===== src/rtl/eta_seq_multiplier.sv =====
// eta_seq_multiplier
//
// Iterative shift-and-add unsigned multiplier. One multiplier bit is retired
// per clock. Each partial-product accumulation uses an error-tolerant adder:
// the upper segment is an exact add with no carry-in from below, and the low
// SPLIT bits use an approximate XOR/saturate rule with no carry chain at all.
//
// Parameters
//   WIDTH  operand width; product is 2*WIDTH bits
//   SPLIT  number of low product bits accumulated approximately (0..2*WIDTH,
//          0 gives an exact multiplier)
//
// Ports
//   clk      clock, all state updates on the rising edge
//   rst      asynchronous active-high reset
//   start    request a multiply; sampled only while idle
//   a        multiplicand, captured at the accepted start
//   b        multiplier, captured at the accepted start
//   busy     high whenever the block is not idle
//   done     one-cycle pulse, product valid while high
//   product  registered result, held until the next done

module eta_seq_multiplier #(
  parameter int unsigned WIDTH = 8,
  parameter int unsigned SPLIT = 8
) (
  input  logic               clk,
  input  logic               rst,
  input  logic               start,
  input  logic [WIDTH-1:0]   a,
  input  logic [WIDTH-1:0]   b,
  output logic               busy,
  output logic               done,
  output logic [2*WIDTH-1:0] product
);

  localparam int unsigned PW   = 2 * WIDTH;
  localparam int unsigned CntW = (WIDTH > 1) ? $clog2(WIDTH) : 1;

  typedef enum logic [1:0] {
    StIdle,
    StRun,
    StDone
  } state_e;

  state_e state_q, state_d;

  logic [WIDTH-1:0] a_q;
  logic [WIDTH-1:0] b_q;
  logic [PW-1:0]    acc_q;
  logic [CntW-1:0]  cnt_q;
  logic [PW-1:0]    product_q;

  logic             last_bit;
  logic [PW-1:0]    addend;
  logic [PW-1:0]    acc_next;

  // Upper segment: exact add of the fields above SPLIT. The low segment's
  // carry is never propagated in, and the carry-out falls off the top when
  // the sum is shifted back into place.
  function automatic logic [PW-1:0] eta_upper(input logic [PW-1:0] x,
                                              input logic [PW-1:0] y);
    logic [PW-1:0] hi_x;
    logic [PW-1:0] hi_y;
    hi_x = x >> SPLIT;
    hi_y = y >> SPLIT;
    return (hi_x + hi_y) << SPLIT;
  endfunction

  // Lower segment: scanning from the top of the segment, bits are XORed
  // until the first position where both inputs are 1; that bit and every
  // bit below it saturate to 1. Bits at or above SPLIT are returned as 0.
  function automatic logic [PW-1:0] eta_lower(input logic [PW-1:0] x,
                                              input logic [PW-1:0] y);
    logic [PW-1:0] res;
    logic          sat;
    res = '0;
    sat = 1'b0;
    for (int i = int'(PW) - 1; i >= 0; i--) begin
      if (i < int'(SPLIT)) begin
        if (sat || (x[i] && y[i])) begin
          sat    = 1'b1;
          res[i] = 1'b1;
        end else begin
          res[i] = x[i] ^ y[i];
        end
      end
    end
    return res;
  endfunction

  function automatic logic [PW-1:0] eta_add(input logic [PW-1:0] x,
                                            input logic [PW-1:0] y);
    // The two segments occupy disjoint bit ranges, so OR merges them.
    return eta_upper(x, y) | eta_lower(x, y);
  endfunction

  // Datapath: shifted multiplicand for the current bit and the next
  // accumulator value. Only meaningful while running.
  always_comb begin
    last_bit = (cnt_q == CntW'(WIDTH - 1));
    addend   = PW'(a_q) << cnt_q;
    acc_next = b_q[cnt_q] ? eta_add(acc_q, addend) : acc_q;
  end

  // State register.
  always_ff @(posedge clk or posedge rst) begin
    if (rst) begin
      state_q <= StIdle;
    end else begin
      state_q <= state_d;
    end
  end

  // Next-state logic. RUN always lasts exactly WIDTH cycles; there is no
  // early exit on zero multiplier bits.
  always_comb begin
    state_d = state_q;
    unique case (state_q)
      StIdle:  if (start) state_d = StRun;
      StRun:   if (last_bit) state_d = StDone;
      StDone:  state_d = StIdle;
      default: state_d = StIdle;
    endcase
  end

  // Outputs decode directly from the registered state, so they are glitch-free.
  always_comb begin
    busy = (state_q != StIdle);
    done = (state_q == StDone);
  end

  assign product = product_q;

  // Operand capture, accumulation and result register.
  always_ff @(posedge clk or posedge rst) begin
    if (rst) begin
      a_q       <= '0;
      b_q       <= '0;
      acc_q     <= '0;
      cnt_q     <= '0;
      product_q <= '0;
    end else begin
      unique case (state_q)
        StIdle: begin
          if (start) begin
            a_q   <= a;
            b_q   <= b;
            acc_q <= '0;
            cnt_q <= '0;
          end
        end
        StRun: begin
          acc_q <= acc_next;
          cnt_q <= cnt_q + CntW'(1);
          // Publish the accumulator including the final bit's contribution.
          if (last_bit) begin
            product_q <= acc_next;
          end
        end
        default: ;
      endcase
    end
  end

endmodule


===== config.mk =====
export PLATFORM = sky130hd
export DESIGN_NAME = eta_seq_multiplier
export DESIGN_NICKNAME = d
export VERILOG_FILES = /design/src/rtl/eta_seq_multiplier.sv
export SDC_FILE = /design/constraint.sdc
export NUM_CORES = 1
export LEC_CHECK = 0
export CAP_MARGIN = 20
export CORE_MARGIN = 1
export CORE_UTILIZATION = 56
export DETAILED_ROUTE_END_ITERATION = 8
export PLACE_DENSITY = 0.84
export SETUP_SLACK_MARGIN = 0.02
export SYNTH_ARGS = -nofsm -noshare
export SYNTH_HDL_FRONTEND = slang
export SYNTH_SLANG_ARGS = --single-unit

===== constraint.sdc =====
create_clock -name clk -period 3.6 [get_ports clk]
set_input_delay 0.9 -clock clk [delete_from_list [all_inputs] [get_ports clk]]
set_output_delay 0.9 -clock clk [all_outputs]
set_load 0.005 [all_outputs]

After elaboration in Yosys (flattened, before gate mapping)
Cells that the tools add are included.
{ "op_classes": {"n_addsub": 2, "n_lt_le_gt_ge": 1, "n_eq_ne": 5, "shift": 1, "mux": 25, "bitwise_logic": 9, "n_reduce_logical": 22} }
{ "ops": {"columns": ["cell", "count"], "rows": [
  ["two-way mux 16 bit", 2],
  ["case mux 16 bit (2 select lines)", 1],
  ["two-way mux 1 bit", 16],
  ["OR 16 x 8 -> 16 bit", 1],
  ["<< shifter 8 x 3 -> 16 bit", 1],
  ["adder 8 bit", 1],
  ["logical AND 1 bit", 8],
  ["AND reduction 2 bit", 4],
  ["XOR 1 bit", 8],
  ["logical OR 1 bit", 7],
  ["case mux 3 bit (2 select lines)", 1],
  ["less-than comparator 3 x 4 -> 1 bit, second input constant", 1],
  ["two-way mux 2 bit", 2],
  ["inequality test 2 bit, second input constant", 2],
  ["case mux 2 bit (2 select lines)", 1],
  ["nonzero test 2 bit", 2],
  ["adder 3 x 1 -> 3 bit, second input constant", 1],
  ["binary-select mux 1 bit (select 3 bit)", 1],
  ["== test 3 bit, second input constant", 1],
  ["two-way mux 3 bit", 1],
  ["== test 2 x 1 -> 1 bit, second input constant", 1],
  ["== test 2 bit, second input constant", 1],
  ["zero test 2 bit", 1]
]} }
{ "word_totals": {"ff_bits": 53, "in_bits": 19, "out_inout_bits": 18, "elab_cells": 71} }

Logic depth before layout (Yosys ltp)
{ "logic_depth": {"depth_word": 20, "ltp_mapped": 13, "ltp_nobuf": 12} }

Worst setup path before layout
OpenSTA, ideal clock, no wires.
{ "synth_path": {"kind": "reg2reg", "from": "reg cnt_q[0]", "to": "reg product_q[14] (netlist: product[14])", "setup_time_ns": 0.134, "arrival_ns": 2.635, "required_ns": 3.466, "setup_slack_ns": 0.831, "stages_incl_launch_ff": 14, "path_buffers": 1, "synth_period_minus_slack_ns": 2.769, "path_cell_list": "dfrtp_1 buf_6 mux2_2 nand2_1 o21ai_0 nand2_1 o21ai_0 ha_1 fa_1 a21o_1 a21oi_1 nor2_1 a311oi_1 o21ai_0"} }
{ "synth_via": {"elab_chain_len": 4} }
{ "synth_rtl": {"columns": ["element", "line_no", "text"], "rows": [
  ["from (decl)", "51", "logic [CntW-1:0] cnt_q;"],
  ["from (signal assigned)", "155", "cnt_q <= cnt_q + CntW'(1);"],
  ["<< shifter 8 x 3 -> 16 bit", "102", "addend = PW'(a_q) << cnt_q;"],
  ["adder 8 bit", "67", "return (hi_x + hi_y) << SPLIT;"],
  ["OR 16 x 8 -> 16 bit", "95", "return eta_upper(x, y) | eta_lower(x, y);"],
  ["two-way mux 16 bit", "103", "acc_next = b_q[cnt_q] ? eta_add(acc_q, addend) : acc_q;"],
  ["to (signal assigned)", "158", "product_q <= acc_next;"],
  ["to (decl)", "52", "logic [PW-1:0] product_q;"]
]} }
Several ways; a longest one is shown, not always the timed one. The select of a mux whose other input is x is not followed.
A chain may end at the register's enable or synchronous reset.

Worst setup path after layout
{ "layout_path": {"from": "reg cnt_q[0]", "to": "reg acc_q[14]"} }
{ "layout_via": {"elab_chain_len": 5} }
{ "layout_rtl": {"columns": ["element", "line_no", "text"], "rows": [
  ["<< shifter 8 x 3 -> 16 bit", "102", null],
  ["adder 8 bit", "67", null],
  ["OR 16 x 8 -> 16 bit", "95", null],
  ["two-way mux 16 bit *", "103", null],
  ["case mux 16 bit (2 select lines) *", "144", "unique case (state_q)"],
  ["to (signal assigned)", "154", "acc_q <= acc_next;"],
  ["to (decl)", "50", "logic [PW-1:0] acc_q;"]
]} }
Mark *: on every way between the ends. The rest lies on a longest branch, timed or not. The select of a mux whose other input is x is not followed.

==> load_flow_metrics.sql <==
INSERT INTO impl_metrics (metric_group, metric, value, unit) VALUES
('power', 'post-layout-total-power', '3.700', 'mW'),
('global_routing', 'grt_first_pass_wirelength', '10380', 'um'),
('drt', 'route.antenna.remaining_nets', '0', ''),
('final_layout', 'finalCoreUtilization', '0.6812', ''),
('global_routing', 'number_of_antenna_violations_at_the_first_check_in_global_routing', '0', ''),
('clocking', 'cts_buffer_depth', '2', ''),
('sta', 'timing.final.crit_share', '0.8902', ''),
('min_path', 'worstHoldPathType', 'reg -> reg', ''),
('clocking', 'h-tree-depth', '2', ''),
('sta', 'min_period', '3205', 'ps'),
('yosys', 'synth-async-reset-ratio', '1.000', ''),
('floorplanning', 'num_io_pins', '37', ''),
('sta', 'timing_max_transition_violations_final', '0', ''),
('sta', 'setup_violations', '0', ''),
('final_layout', 'layout.cells.non_filler', '403', ''),
('drt', 'detail_route.first_pass.iterations', '4', ''),
('global_routing', 'grt_start_max_net_pins', '54', ''),
('sta', 'worstMarginPinSlew', '734.9', 'ps'),
('global_routing', 'grtUsageTotal', '0.2408', ''),
('setup_path', 'register_to_register_setup_slack', '400', 'ps'),
('yosys', 'count_of_yosys_warnings_during_synthesis', '0', ''),
('clocking', 'clkTransAtPathRegs', '100', 'ps'),
('sta', 'fin_tns_setup', '0', 'ps'),
('yosys', 'synthCells', '299', ''),
('yosys', 'cell_with_the_most_instances_after_synthesis', 'sky130_fd_sc_hd__dfrtp_1', ''),
('yosys', 'ys.flop_type', 'sky130_fd_sc_hd__dfrtp_1', ''),
('floorplanning', 'initial_core_util', '0.5854', ''),
('sta', 'fin_worst_hold_slack', '484.1', 'ps'),
('final_layout', 'fin_area', '0.003523', 'mm^2'),
('yosys', 'synth_enable_flop_cells', '0', ''),
('floorplanning', 'placeableCoreArea', '0.005172', 'mm^2'),
('clocking', 'cts_num_sinks', '53', ''),
('global_routing', 'first_global_vias', '2289', ''),
('clocking', 'tritoncts.num_buffers', '5', ''),
('drt', 'wl_per_cell', '15.31', 'um'),
('drt', 'avgViaCountPerCell', '5.876', ''),
('sta', 'report.final.hold_viol_count', '0', ''),
('floorplanning', 'dieArea', '0.005705', 'mm^2'),
('placed_design', 'gp_congestion', '0.9481', ''),
('power', 'vdd.ir_drop.worst', '568.1', 'uV'),
('sta', 'timing.fmax', '0.3120', 'GHz'),
('min_path', 'holdCritStartpoint', 'product[10]', ''),
('run', 'max-cap-violations', '0', ''),
('setup_path', 'rr_startpoint', 'cnt_q[0]', ''),
('setup_path', 'critPathRequiredTime', '3780', 'ps'),
('sta', 'rsz0062_at_grt', 'no', ''),
('power', 'p_per_area', '1050', 'mW/mm^2'),
('clocking', 'ctsRootBufferMaster', 'sky130_fd_sc_hd__clkbuf_8', ''),
('placed_design', 'place_worst_setup_slack', '413.5', 'ps'),
('floorplanning', 'height_of_the_die', '75.53', 'um'),
('sta', 'fin_worst_skew', '8.628', 'ps'),
('clocking', 'postCtsSetupBuffers', '0', ''),
('run_status', 'status', 'finished clean', ''),
('sta', 'smallest_setup_slack_after_layout', '395.2', 'ps'),
('setup_path', 'arrival_time_worst_endpoint', '3380', 'ps'),
('drt', 'route.final.wire_length', '6170', 'um'),
('placed_design', 'portBuffers', '36', ''),
('placed_design', 'numPlacedInstances', '395', ''),
('yosys', 'netlist.area_leader.share', '0.4380', ''),
('yosys', 'synth-seq-area-share', '0.4380', ''),
('clocking', 'worstSkewPairLatency', '310', 'ps'),
('floorplanning', 'row_count', '26', ''),
('placed_design', 'hpwl', '4427', 'um'),
('min_path', 'hold-path-cell-count', '2', ''),
('clocking', 'tritoncts_clock_tree', 'built', ''),
('final_layout', 'layout.nets', '368', ''),
('setup_path', 'critPathLaunchType', 'flip-flop', ''),
('drt', 'drt_first_iter_violations', '206', ''),
('power', 'power.static_leakage', '1.562', 'nW'),
('drt', 'num_vias', '2368', ''),
('final_layout', 'antenna-diode-count', '0', '');
[layer usage]
metal | vias to the layer above | global-route usage | wire [um] | share of wire
met3 | 11 | 0.03704 | 307 | 0.050
met2 | 65 | 0.4028 | 3010 | 0.49
li1 | 1153 | - | - | -
met4 | 0 | 0.08230 | 102 | 0.017
met1 | 1139 | 0.3213 | 2750 | 0.45
met5 | - | 0 | 0 | 0
[critical path, cell delays in order (launching register included)]
cell and delay (ps):
sky130_fd_sc_hd__dfrtp_1 670, sky130_fd_sc_hd__mux2_2 410, sky130_fd_sc_hd__o21ai_0 230, sky130_fd_sc_hd__o21ai_0 170, sky130_fd_sc_hd__ha_1 250, sky130_fd_sc_hd__fa_1 420
sky130_fd_sc_hd__a21o_1 170, sky130_fd_sc_hd__a21oi_1 260, sky130_fd_sc_hd__nor2_1 70, sky130_fd_sc_hd__a311oi_1 310, sky130_fd_sc_hd__o21ai_0 110
[sequential cells by signal, summed over array words and instances (netlist names)]
register / count
a_q: 8
acc_q: 16
b_q: 8
cnt_q: 3
product: 16
state_q: 2
[layout make-up]
cell class | count | area [um^2]
Fill cell | 407 | 1649
Multi-Input combinational cell | 223 | 1599
Sequential cell | 53 | 1326
Timing Repair Buffer | 40 | 390.4
Tap cell | 70 | 87.58
Clock buffer | 6 | 72.57
Inverter | 9 | 33.78
Clock inverter | 2 | 13.76
[worst max path at each step]
stage,start,end,slack (ps),depth (start not counted)
after global placement,cnt_q[0],acc_q[14],520,12
after detailed placement,cnt_q[0],acc_q[14],410,12
after CTS,cnt_q[0],acc_q[14],410,12
final,cnt_q[0],acc_q[14],400,10
after global routing,cnt_q[0],product[15],80,9
after floorplan,cnt_q[0],product[14],830,13
[placed cells by master (no fill, tap or decap), drive strengths merged, types with 7 or more instances in the layout]
cell           netlist  final
dfrtp               53     53
clkdlybuf4s50        0     36
nand2               31     31
o21ai               29     29
mux2                21     21
nor2                17     17
nand3               17     17
ha                  16     16
mux2i               11     11
a21oi               10     10
inv                  8      9
nor3                 7      7
[cell families (layout without fill, tap and decap cells)]
group / Yosys count / after routing / share of synthesized area
AOI/OAI and AO/OA: 69 / 69 / 0.1483
xor gates and xnor gates: 3 / 3 / 0.008679
adders and majority gates: 17 / 17 / 0.07273
buffers and inverters: 23 / 57 / 0.03388
DFF: 53 / 53 / 0.4380
muxes: 34 / 34 / 0.1372
and+or+nand+nor: 100 / 100 / 0.1612
[where the power goes]
group          switching, mW  total [mW]  internal (mW)
sequential             0.267        1.15          0.888
clock                  0.202       0.341          0.139
combinational           1.17        2.20           1.04
No activity file was read; power rests on OpenSTA's default activity.
